<file path="src/rtl/instr_encoder_loader.sv">
// instr_encoder_loader: encodes symbolic MIPS instructions and writes them sequentially into instruction memory.
// Optional macro LOADER_HALT_WORD_EN: END stores an all-ones halt word before finishing.
module instr_encoder_loader #(
    parameter int NBITS     = 32,
    parameter int ADDR_BITS = 8
) (
    input  logic                 i_clk,
    input  logic                 i_rst_n,
    input  logic                 i_Start,
    input  logic                 i_Valid,
    output logic                 o_Ready,
    input  logic [3:0]           i_OpKind,
    input  logic [4:0]           i_Rs,
    input  logic [4:0]           i_Rt,
    input  logic [4:0]           i_Rd,
    input  logic [15:0]          i_Imm,
    input  logic [25:0]          i_Target,
    output logic                 o_MemWrEn,
    output logic [ADDR_BITS-1:0] o_MemAddr,
    output logic [NBITS-1:0]     o_MemData,
    output logic [ADDR_BITS:0]   o_Count,
    output logic                 o_Busy,
    output logic                 o_Done,
    output logic                 o_Error
);
    typedef enum logic [1:0] {IDLE, LOAD, WRITE, DONE} state_t;

    state_t           r_state;
    logic [5:0]       w_funct;
    logic [5:0]       w_op;
    logic [NBITS-1:0] w_word;
    logic             w_full;
    logic             w_end;
`ifdef LOADER_HALT_WORD_EN
    logic             r_halt;
`endif

    // The count saturates at DEPTH, so its MSB alone marks a full memory.
    assign w_full = o_Count[ADDR_BITS];
    assign w_end  = (i_OpKind == 4'd15);

    always_comb begin
        w_funct = 6'b100000;
        w_op    = 6'b000000;
        case (i_OpKind)
            4'd1:    w_funct = 6'b100010;
            4'd2:    w_funct = 6'b100011;
            4'd3:    w_funct = 6'b100100;
            4'd4:    w_funct = 6'b100101;
            4'd5:    w_funct = 6'b100111;
            4'd6:    w_funct = 6'b100110;
            4'd7:    w_funct = 6'b101010;
            4'd8:    w_op    = 6'b001000;
            4'd9:    w_op    = 6'b001100;
            4'd10:   w_op    = 6'b001010;
            4'd11:   w_op    = 6'b100011;
            4'd12:   w_op    = 6'b101011;
            4'd13:   w_op    = 6'b000100;
            default: ;
        endcase
        w_word = (i_OpKind < 4'd8)  ? {6'b000000, i_Rs, i_Rt, i_Rd, 5'b00000, w_funct} :
                 (i_OpKind == 4'd14) ? {6'b000010, i_Target} :
                                       {w_op, i_Rs, i_Rt, i_Imm};
    end

    always_ff @(posedge i_clk or negedge i_rst_n) begin
        if (!i_rst_n) begin
            r_state   <= IDLE;
            o_Ready   <= 1'b0;
            o_MemWrEn <= 1'b0;
            o_MemAddr <= '0;
            o_MemData <= '0;
            o_Count   <= '0;
            o_Busy    <= 1'b0;
            o_Done    <= 1'b0;
            o_Error   <= 1'b0;
`ifdef LOADER_HALT_WORD_EN
            r_halt    <= 1'b0;
`endif
        end else begin
            o_MemWrEn <= 1'b0;
            case (r_state)
                IDLE, DONE: if (i_Start) begin
                    r_state <= LOAD;
                    o_Ready <= 1'b1;
                    o_Busy  <= 1'b1;
                    o_Done  <= 1'b0;
                    o_Error <= 1'b0;
                    o_Count <= '0;
                end
                LOAD: if (i_Valid && o_Ready) begin
                    o_Ready <= 1'b0;
                    if (!w_end && !w_full) begin
                        r_state   <= WRITE;
                        o_MemWrEn <= 1'b1;
                        o_MemAddr <= o_Count[ADDR_BITS-1:0];
                        o_MemData <= w_word;
                    end
`ifdef LOADER_HALT_WORD_EN
                    else if (!w_full) begin
                        r_state   <= WRITE;
                        o_MemWrEn <= 1'b1;
                        o_MemAddr <= o_Count[ADDR_BITS-1:0];
                        o_MemData <= '1;
                        r_halt    <= 1'b1;
                    end
`endif
                    else begin
                        r_state <= DONE;
                        o_Busy  <= 1'b0;
                        o_Done  <= 1'b1;
                        o_Error <= !w_end;
                    end
                end
                WRITE: begin
                    o_Count <= o_Count + (ADDR_BITS+1)'(1);
`ifdef LOADER_HALT_WORD_EN
                    if (r_halt) begin
                        r_state <= DONE;
                        r_halt  <= 1'b0;
                        o_Busy  <= 1'b0;
                        o_Done  <= 1'b1;
                    end else begin
                        r_state <= LOAD;
                        o_Ready <= 1'b1;
                    end
`else
                    r_state <= LOAD;
                    o_Ready <= 1'b1;
`endif
                end
                default: r_state <= IDLE;
            endcase
        end
    end
endmodule

</file>
<file path="config.mk">
export PLATFORM = sky130hd
export DESIGN_NAME = instr_encoder_loader
export DESIGN_NICKNAME = d
export VERILOG_FILES = /design/src/rtl/instr_encoder_loader.sv
export SDC_FILE = /design/constraint.sdc
export NUM_CORES = 1
export LEC_CHECK = 0
export CORE_ASPECT_RATIO = 1.25
export CORE_MARGIN = 10
export CORE_UTILIZATION = 46
export CTS_CLUSTER_SIZE = 28
export DETAILED_ROUTE_END_ITERATION = 10
export PLACE_DENSITY = 0.84
export SLEW_MARGIN = 20
export SYNTH_ARGS = -nofsm -noshare
export SYNTH_HDL_FRONTEND = slang
export SYNTH_SLANG_ARGS = --single-unit
</file>
<file path="constraint.sdc">
create_clock -name i_clk -period 3 [get_ports i_clk]
set_input_delay 0.6 -clock i_clk [delete_from_list [all_inputs] [get_ports i_clk]]
set_output_delay 0.6 -clock i_clk [all_outputs]
set_load 0.05 [all_outputs]
</file>
==> results.json <==
{
  "status": "complete, no violations",
  "port_buffers": 117,
  "synth_cell_types": 49,
  "cp_data_required_time_ns": 2.40,
  "syn-num-nets": 351,
  "dieArea_sq_um": 9675,
  "powerDensity_nw_per_um2": 871.1,
  "tns_ns": 0,
  "synth_edf_count": 0,
  "fin_area_sq_um": 4143,
  "grt_pass1_wl_um": 12810,
  "final_cell_mix": "116 x clkdlybuf4s50_1, 54 x dfrtp_1, 36 x nand2_1",
  "ant_nets": 0,
  "cpLargestDelayFamily": "buffers and inverters",
  "synth_top_area_share": 0.4796,
  "ys_top_cells_by_area": "dfrtp_1 48%, mux2i_1 6.0%, o21ai_0 5.0%, nand2_1 4.8%, mux2_2 3.6%",
  "post_cts_resized": 0,
  "fin_nets": 466,
  "p_leak_nw": 1.929,
  "cpPeakStageDelay_ns": 0.86,
  "fp.dieW_um": 90,
  "root_buffer": "clkbuf_8",
  "clockBufferDepth": 2,
  "rows": 31,
  "min_path_type": "in2async",
  "drtIter0Drc": 153,
  "synth_async_sr_flop_share": 1.000,
  "layout-drive-gt1-share": 0.08772,
  "fp.dieH_um": 107.5,
  "cts_tree": "yes",
  "startpoint": "o_Count[4]$_DFFE_PN0P_",
  "period_needed_ns": 2.251,
  "timing.fmax_mhz": 444.3,
  "critPathArrivalTime_ns": 1.65,
  "routabilityCongestion": 0.7682,
  "drc": 0,
  "grt_usage": 0.1639,
  "synth.yosys.warnings": 0,
  "syn_to_final_growth_pct": 47.02,
  "synth_flop_cell": "dfrtp_1",
  "num_antenna_cells": 0,
  "tightest_slew_ns": 0.6752,
  "core_region_area_sq_um": 5857,
  "grt_pass1_vias": 2470,
  "overflow": 0,
  "vdd_ir_drop_max_mv": 0.6246,
  "maxCapViolCount": 0,
  "maxSlewHeadroom": 0.5499,
  "clkSinkCount": 54,
  "num_io_pins": 119,
  "setup_viol": 0,
  "placed_cell_area_sq_um": 4043,
  "crit_type": "reg2out",
  "drv_slew": 0,
  "initial_core_util": 0.4811,
  "cts_hold_buffers": 0,
  "rsz0062_at_grt": "false",
  "htree_levels": 2,
  "crit_fanout": 7,
  "cts_buffers": 5,
  "clk_latency_ns": 0.31,
  "antenna_found_initial": 0,
  "vias_per_cell": 5.168,
  "cts_setup_buffers": 0,
  "crit_path_cell_trace": "clkdlybuf4s50_1",
  "avgSynthCellArea_sq_um": 9.957,
  "cts.reportedPaths.clkPinSlew_ns": 0.10,
  "final_common_cell": "clkdlybuf4s50_1",
  "cp-end-kind": "primary output",
  "place_hpwl_um": 6435,
  "dr.pass1.iters": 5,
  "clock_skew_ns": 0.01171,
  "finalCritPeriodShare": 0.7502,
  "post_drt_wl_per_cell_um": 17.07,
  "hold_violations": 0,
  "startpoint_type": "flip-flop",
  "critPathSlowestCell": "clkdlybuf4s50_1",
  "routed_wl_um": 8210,
  "synth_cells": 283,
  "ys_seq_elements": 54,
  "grt_max_degree": 55,
  "ys_seq_area_frac": 0.4796,
  "syn_area_sq_um": 2818,
  "vias": 2486,
  "cp_num_buf_inv": 1,
  "r2r-start": "r_state[1]$_DFFE_PN0P_",
  "final_util": 0.7073,
  "synth_top_area_cell": "dfrtp_1"
}
-- through the flow --
stage | setup slack (ns) | hold slack, ns | instances | power [W]
2_1_floorplan | 1.241 | 0.3044 | 283 | 0.002490
3_3_place_gp | 0.6712 | 0.4584 | 473 | 0.003153
4_1_cts | 0.7353 | 0.4270 | 481 | 0.003647
3_5_place_dp | 0.6403 | 0.4658 | 473 | 0.003210
6_report | 0.7493 | 0.3896 | 481 | 0.003609
5_1_grt | 0.6774 | 0.4513 | 481 | 0.003802
-- state kept, by name (all words and copies together), names as in the netlist --
signal / cells
o_MemData: 30
o_Error: 1
o_Count: 9
o_MemWrEn: 1
r_state: 2
o_Busy: 1
o_Done: 1
o_Ready: 1
o_MemAddr: 8
-- final timing paths --
kind / slack [ns] / cells after the start / end
min in group i_clk: 0.49 / 1 / o_MemData[15]$_DFFE_PN0P_
worst min register to register: 0.49 / 1 / o_MemData[15]$_DFFE_PN0P_
worst min-delay path: 0.39 / 2 / o_MemData[5]$_DFFE_PN0P_
worst max register to register: 1.12 / 6 / o_MemData[14]$_DFFE_PN0P_
max in group asynchronous: 2.13 / 2 / o_Ready$_DFFE_PN0P_
worst max-delay path: 0.75 / 1 / o_Count[4]
-- cell families (layout without fill, tap and decap cells) --
family | count (synthesis) | after routing | synth area share
flip-flops | 54 | 54 | 0.4796
other | 1 | 1 | 0.001331
AND/OR/NAND/NOR | 84 | 84 | 0.1563
XOR/XNOR | 2 | 2 | 0.006218
adder cells (fa/ha/maj) | 3 | 3 | 0.01332
multiplexers | 27 | 27 | 0.1012
AO/OA/AOI/OAI | 79 | 79 | 0.1767
buffers and inverters | 33 | 149 | 0.06528
-- Yosys cell counts (2+ instances only) --
cell type  instances
a211oi_1           5
a21o_1             9
a21oi_1            9
a22o_1             3
a31oi_1            6
a32o_1             2
and2_1             2
and3_1             2
buf_2              6
buf_4              8
buf_6              3
clkbuf_1           2
dfrtp_1           54
ha_1               3
inv_1             14
mux2_2             9
mux2i_1           17
nand2_1           36
nand2b_1           3
nand3_1            5
nand3b_1           2
nor2_1            18
nor2b_1            3
nor3_1             2
o21ai_0           28
o21ai_1            5
o31ai_1            3
or3_1              2
xnor2_1            2
-- area by class of cell --
cell class,count,area [sq um]
clock buffers,6,82.58
clock inverters,2,17.52
fillers,456,1714
inverters,14,52.55
multi-input cells,196,1282
flip-flops and latches,54,1351
well taps,82,102.6
repair buffers,127,1254
-- power breakdown --
| part | switching [W] | internal (W) | leakage (nW) |
|---|---|---|---|
| registers | 0.000132 | 0.000965 | 0.702 |
| logic | 0.00135 | 0.000725 | 1.18 |
| clock network | 0.000246 | 0.000191 | 0.0514 |
| total | 0.00173 | 0.00188 | 1.93 |
-- routing by layer --
layer  vias to the layer above  wire [um]  global-route usage
met5                         -          0                   0
met3                        10        338             0.04047
met1                      1186       3370              0.1894
met2                        73       4367              0.2926
met4                         0        134             0.05011
li1                       1217          -                   -
No activity file was read; power rests on OpenSTA's default activity.
